===== src/rtl/lsu_ctrl.sv =====
// Load/store unit controller: forwards aligned AGU commands to the data bus and tracks them in an in-order outstanding FIFO.
// Load data is aligned and extended on completion; misaligned commands complete locally with a misalignment flag.
module lsu_ctrl #(
  parameter int XLEN       = 32,
  parameter int ADDR_SIZE  = 32,
  parameter int ITAG_WIDTH = 2,
  parameter int OUTS_DEPTH = 2
) (
  input  logic                  clk,
  input  logic                  rst,
  input  logic                  agu_cmd_valid,
  output logic                  agu_cmd_ready,
  input  logic [ADDR_SIZE-1:0]  agu_cmd_addr,
  input  logic                  agu_cmd_read,
  input  logic [XLEN-1:0]       agu_cmd_wdata,
  input  logic [ITAG_WIDTH-1:0] agu_cmd_itag,
  input  logic [1:0]            agu_cmd_size,
  input  logic                  agu_cmd_usign,
  output logic                  mem_cmd_valid,
  input  logic                  mem_cmd_ready,
  output logic [ADDR_SIZE-1:0]  mem_cmd_addr,
  output logic                  mem_cmd_read,
  output logic [XLEN-1:0]       mem_cmd_wdata,
  output logic [XLEN/8-1:0]     mem_cmd_wmask,
  input  logic                  mem_rsp_valid,
  output logic                  mem_rsp_ready,
  input  logic [XLEN-1:0]       mem_rsp_rdata,
  input  logic                  mem_rsp_err,
  output logic                  lsu_o_valid,
  input  logic                  lsu_o_ready,
  output logic [XLEN-1:0]       lsu_o_wdat,
  output logic [ITAG_WIDTH-1:0] lsu_o_itag,
  output logic                  lsu_o_err,
  output logic                  lsu_o_misalgn
);

  localparam int PTR_W = (OUTS_DEPTH > 1) ? $clog2(OUTS_DEPTH) : 1;
  localparam int CNT_W = $clog2(OUTS_DEPTH + 1);
  localparam int ENT_W = ITAG_WIDTH + 6;

  logic [ENT_W-1:0]      r_fifo [OUTS_DEPTH];
  logic [PTR_W-1:0]      r_wptr;
  logic [PTR_W-1:0]      r_rptr;
  logic [CNT_W-1:0]      r_count;
  logic                  r_err_pend;
  logic [ITAG_WIDTH-1:0] r_err_itag;

  logic                  w_misalgn;
  logic                  w_full;
  logic                  w_empty;
  logic                  w_push;
  logic                  w_pop;
  logic                  w_mis_acc;
  logic [ENT_W-1:0]      w_head;
  logic [ITAG_WIDTH-1:0] w_h_itag;
  logic                  w_h_read;
  logic [1:0]            w_h_size;
  logic                  w_h_usign;
  logic [1:0]            w_h_off;
  logic [XLEN-1:0]       w_shift;
  logic [XLEN-1:0]       w_ldata;

  assign w_full  = (r_count == CNT_W'(OUTS_DEPTH));
  assign w_empty = (r_count == {CNT_W{1'b0}});
  assign w_misalgn = (agu_cmd_size == 2'b11)
                   | ((agu_cmd_size == 2'b01) & agu_cmd_addr[0])
                   | ((agu_cmd_size == 2'b10) & (agu_cmd_addr[1:0] != 2'b00));

  assign mem_cmd_valid = agu_cmd_valid & ~w_misalgn & ~w_full & ~r_err_pend;
  assign mem_cmd_addr  = agu_cmd_addr;
  assign mem_cmd_read  = agu_cmd_read;
  assign mem_cmd_wdata = agu_cmd_wdata;
  assign agu_cmd_ready = w_misalgn ? (w_empty & ~r_err_pend)
                                   : (mem_cmd_ready & ~w_full & ~r_err_pend);

  assign w_push    = mem_cmd_valid & mem_cmd_ready;
  assign w_mis_acc = agu_cmd_valid & w_misalgn & w_empty & ~r_err_pend;

  assign w_head = r_fifo[r_rptr];
  assign {w_h_itag, w_h_read, w_h_size, w_h_usign, w_h_off} = w_head;

  // Responses reach writeback only when a request is outstanding; a stray response is never acknowledged.
  assign mem_rsp_ready = lsu_o_ready & ~w_empty & ~r_err_pend;
  assign w_pop         = mem_rsp_valid & mem_rsp_ready;
  assign w_shift       = mem_rsp_rdata >> {w_h_off, 3'b000};

  // Write byte-mask generation from size and address offset
  always_comb begin
    mem_cmd_wmask = {(XLEN/8){1'b0}};
    if (agu_cmd_read) begin
      mem_cmd_wmask = {(XLEN/8){1'b0}};
    end else begin
      case (agu_cmd_size)
        2'b00:   mem_cmd_wmask = 4'b0001 << agu_cmd_addr[1:0];
        2'b01:   mem_cmd_wmask = 4'b0011 << agu_cmd_addr[1:0];
        default: mem_cmd_wmask = 4'b1111;
      endcase
    end
  end

  // Load data lane selection and sign/zero extension
  always_comb begin
    w_ldata = w_shift;
    case (w_h_size)
      2'b00:   w_ldata = {{(XLEN-8){~w_h_usign & w_shift[7]}}, w_shift[7:0]};
      2'b01:   w_ldata = {{(XLEN-16){~w_h_usign & w_shift[15]}}, w_shift[15:0]};
      default: w_ldata = w_shift;
    endcase
  end

  // Completion channel: misalignment report has priority over bus responses
  always_comb begin
    lsu_o_valid   = 1'b0;
    lsu_o_wdat    = {XLEN{1'b0}};
    lsu_o_itag    = w_h_itag;
    lsu_o_err     = 1'b0;
    lsu_o_misalgn = 1'b0;
    if (r_err_pend) begin
      lsu_o_valid   = 1'b1;
      lsu_o_itag    = r_err_itag;
      lsu_o_misalgn = 1'b1;
    end else begin
      lsu_o_valid = mem_rsp_valid & ~w_empty;
      lsu_o_err   = mem_rsp_err;
      if (w_h_read && !mem_rsp_err) begin
        lsu_o_wdat = w_ldata;
      end else begin
        lsu_o_wdat = {XLEN{1'b0}};
      end
    end
  end

  // Outstanding FIFO pointers, occupancy and misalignment-pending state
  always_ff @(posedge clk) begin
    if (rst) begin
      r_wptr     <= {PTR_W{1'b0}};
      r_rptr     <= {PTR_W{1'b0}};
      r_count    <= {CNT_W{1'b0}};
      r_err_pend <= 1'b0;
      r_err_itag <= {ITAG_WIDTH{1'b0}};
    end else begin
      if (w_push) begin
        r_wptr <= (r_wptr == PTR_W'(OUTS_DEPTH - 1)) ? {PTR_W{1'b0}} : r_wptr + PTR_W'(1);
      end
      if (w_pop) begin
        r_rptr <= (r_rptr == PTR_W'(OUTS_DEPTH - 1)) ? {PTR_W{1'b0}} : r_rptr + PTR_W'(1);
      end
      case ({w_push, w_pop})
        2'b10:   r_count <= r_count + CNT_W'(1);
        2'b01:   r_count <= r_count - CNT_W'(1);
        default: r_count <= r_count;
      endcase
      if (w_mis_acc) begin
        r_err_pend <= 1'b1;
        r_err_itag <= agu_cmd_itag;
      end else if (r_err_pend && lsu_o_ready) begin
        r_err_pend <= 1'b0;
      end
    end
  end

  // FIFO entry storage; contents need no reset since occupancy gates every read
  always_ff @(posedge clk) begin
    if (w_push) begin
      r_fifo[r_wptr] <= {agu_cmd_itag, agu_cmd_read, agu_cmd_size, agu_cmd_usign, agu_cmd_addr[1:0]};
    end
  end

endmodule


===== config.mk =====
export PLATFORM = sky130hd
export DESIGN_NAME = lsu_ctrl
export DESIGN_NICKNAME = d
export VERILOG_FILES = /design/src/rtl/lsu_ctrl.sv
export SDC_FILE = /design/constraint.sdc
export NUM_CORES = 1
export LEC_CHECK = 0
export ABC_AREA = 1
export CAP_MARGIN = 20
export CORE_ASPECT_RATIO = 1.2
export CORE_UTILIZATION = 30
export CTS_BUF_LIST = sky130_fd_sc_hd__clkbuf_8
export CTS_CLUSTER_DIAMETER = 150
export DETAILED_ROUTE_END_ITERATION = 8
export PLACE_DENSITY = 0.79
export SYNTH_ARGS = -nofsm -noshare
export SYNTH_HDL_FRONTEND = slang
export SYNTH_SLANG_ARGS = --single-unit

===== constraint.sdc =====
create_clock -name clk -period 1.61 [get_ports clk]
set_input_delay 0.322 -clock clk [delete_from_list [all_inputs] [get_ports clk]]
set_output_delay 0.322 -clock clk [all_outputs]
set_load 0.1 [all_outputs]

==> results_dict.tcl <==
set metrics [dict create \
    outcome "finished with violations" \
    violations "negative setup slack" \
    slew_violations 0 \
    yosysMostFrequentCell "nand2_1" \
    synth_top_family_by_area "simple AND/OR/NAND/NOR gates" \
    port_buffers 93 \
    coreArea_um2 8290 \
    yosys.area_share.simple_pct 33.6 \
    end_kind "primary output" \
    fin_skew_ns 0.00160 \
    synthesis.nets 503 \
    cts_root_buf "clkbuf_8" \
    async_flop_share_pct 0 \
    leakagePower_nw 2.16 \
    dieArea_um2 9080 \
    antenna_found_initial 0 \
    crit_arrival_ns 1.91 \
    drt_first_pass_iters 4 \
    syn_inst 393 \
    ys_seq_area_share_pct 24.5 \
    cp_max_fo 5 \
    ys.flop_type "edfxtp_1" \
    period_share_pct 138 \
    cp-start-kind "register" \
    placed_area_um2 4790 \
    synth-edff-count 16 \
    worst_slack_ns -0.619 \
    crit_type "reg2out" \
    yosys_warnings 0 \
    worst_slew_pin_slew_ns 0.350 \
    holdPathStages 2 \
    ir_drop_v 0.000779 \
    cts_buffer_depth 2 \
    cp_data_required_time_ns 1.29 \
    slew_headroom_pct 76.6 \
    met1_usage_pct 20.2 \
    cts_sinks 24 \
    first_global_vias 3220 \
    grt_max_degree 26 \
    crit_chain "buf_4, nand2_4, nand2_4, nand2_2, nand3_2, nand3_4, nand3_4, buf_4, nand2_2, clkinvlp_4, buf_12" \
    hold_path.class "in2reg" \
    tritoncts "yes" \
    use_met3_pct 7.14 \
    overflow 0 \
    final_area_um2 5380 \
    clock.fmax_ghz 0.449 \
    cts_made_buffers 3 \
    drive_gt1_share_pct 55.0 \
    cap_violations 0 \
    drtAntennaViolNets 0 \
    power_density_nw_per_um2 614 \
    crit_slowest_cell "dfxtp_4" \
    synth_cell_types 30 \
    avgSynthCellArea_um2 6.64 \
    vias 2965 \
    drc 0 \
    synth.cell_area_um2 2610 \
    start_util_pct 31.5 \
    fin_cells 601 \
    synth.area.top_cells "buf_4 (19%), edfxtp_1 (18%), nand2_1 (14%)" \
    setup_viol 37 \
    drt-total-wl_um 9470 \
    r2r_cells 6 \
    cts-hold-fix-buffers 0 \
    ys_seq_elements 24 \
    synth_mux_area_share_pct 0 \
    yosys-top-cells-count "nand2_1 (97), buf_4 (66), a21oi_1 (46)" \
    gp_congestion 0.845 \
    grt_usage_pct 21.1 \
    min_period_ns 2.23 \
    critical_path.max_stage_delay_ns 0.37 \
    clkTransAtPathRegs_ns 0.08 \
    yosys.area_share.adder_pct 0.479 \
    grt_use_met2_pct 39.8 \
    synth_top_area_share_pct 19.0 \
    io_pins 218 \
    synth_top_area_cell "buf_4" \
    h-tree-depth 1 \
    nets 598 \
    yosys.area_share.xor_xnor_pct 0.336 \
    drt_first_iter_violations 104 \
    dp_hpwl_um 6920 \
    top_usage_layer "met2" \
    hold_viol 0 \
    synth-compound-area-share_pct 13.1 \
    grt_pass1_wl_um 15100 \
    worst_skew_pair.late_latency_ns 0.26 \
    area_growth_syn_to_layout_pct 106 \
    rows 36 \
    wl_per_cell_um 15.8 \
    rsz0062_at_grt "true" \
    die_x_um 87.1 \
    n_antenna_cell 0 \
    via_per_inst 4.93 \
    place_inst 580 \
    die_h_um 104 \
]
[critical path, delay by kind of cell (launching register included)]
| kind | cells | cell delay, ns |
|---|---|---|
| flip-flops | 1 | 0.37 |
| buffers and inverters | 4 | 0.59 |
| AND/OR/NAND/NOR | 7 | 0.68 |
[state kept, by name (all words and copies together), names as in the netlist, named ones only]
signal and flops:
r_rptr 1, r_err_itag 2, r_count 2, r_err_pend 1
r_fifo 16, r_wptr 1
[per-layer routing]
layer | vias up | share of wire [%]
met5 | - | 0
met3 | 28 | 9.4
met1 | 1341 | 33
li1 | 1389 | -
met4 | 0 | 3.0
met2 | 207 | 54
[power breakdown]
| group | internal, mW | leakage (nW) | switching (mW) |
|---|---|---|---|
| registers | 0.678 | 0.213 | 0.0196 |
| clock network | 0.332 | 0.0357 | 0.179 |
| logic | 0.832 | 1.91 | 1.27 |
[cell type report]
class | count | area [µm²]
Timing Repair Buffer | 170 | 2150
Clock inverter | 1 | 30.0
Clock buffer | 3 | 41.3
Inverter | 38 | 340
Sequential cell | 24 | 653
Tap cell | 114 | 143
Fill cell | 641 | 2900
Multi-Input combinational cell | 251 | 2020
[per-stage QoR]
step	utilization [%]	power (mW)	TNS, ns	hold slack, ns	setup slack, ns
after floorplan	-	2.60	-16.73	0.381	-0.642
after global placement	57.8	2.58	-23.15	0.450	-0.545
after detailed placement	57.8	2.61	-27.47	0.461	-0.628
after CTS	63.9	3.26	-18.47	0.385	-0.630
after global routing	65.0	3.43	-21.87	0.366	-0.710
final	65.0	3.31	-18.45	0.375	-0.619
[layout by cell type (no fill, tap or decap), types with 5 or more instances in the layout]
| cell type | count |
|---|---|
| nand2_4 | 8 |
| inv_1 | 12 |
| a211oi_4 | 7 |
| nor2_1 | 13 |
| buf_4 | 58 |
| nand3_1 | 21 |
| buf_6 | 11 |
| a21oi_1 | 19 |
| clkinvlp_4 | 6 |
| nand2_8 | 10 |
| nor2_4 | 6 |
| inv_2 | 6 |
| nand2_1 | 84 |
| inv_16 | 10 |
| nand3_2 | 13 |
| nor2_2 | 5 |
| a21oi_4 | 23 |
| edfxtp_1 | 16 |
| nand2_2 | 16 |
| buf_12 | 52 |
| clkdlybuf4s50_1 | 37 |
[logic make-up (layout without fill, tap and decap cells)]
logic type                 after synthesis  after routing
and+or+nand+nor                        187            188
xor gates and xnor gates                 1              1
buffers and inverters                  119            212
AOI/OAI and AO/OA                       61             61
adders and majority gates                1              1
DFF                                     24             24
[timing repair]
item,4_1_cts,5_1_grt
pin swaps,26,13
setup buffers,12,3
endpoints found under the setup margin,62,43
gates cloned,3,0
resized for setup,103,15
[path summary, 6_finish.rpt]
| kind | start | end | slack [ns] |
|---|---|---|---|
| max reg2reg | r_err_pend | r_count[1] | 0.02 |
| min | agu_cmd_size[0] | r_fifo[0][3] | 0.37 |
| min reg2reg | r_err_itag[1] | r_err_itag[1] | 0.49 |
| max | register | lsu_o_wdat[16] | -0.62 |
(Power assumes the default switching activity.)
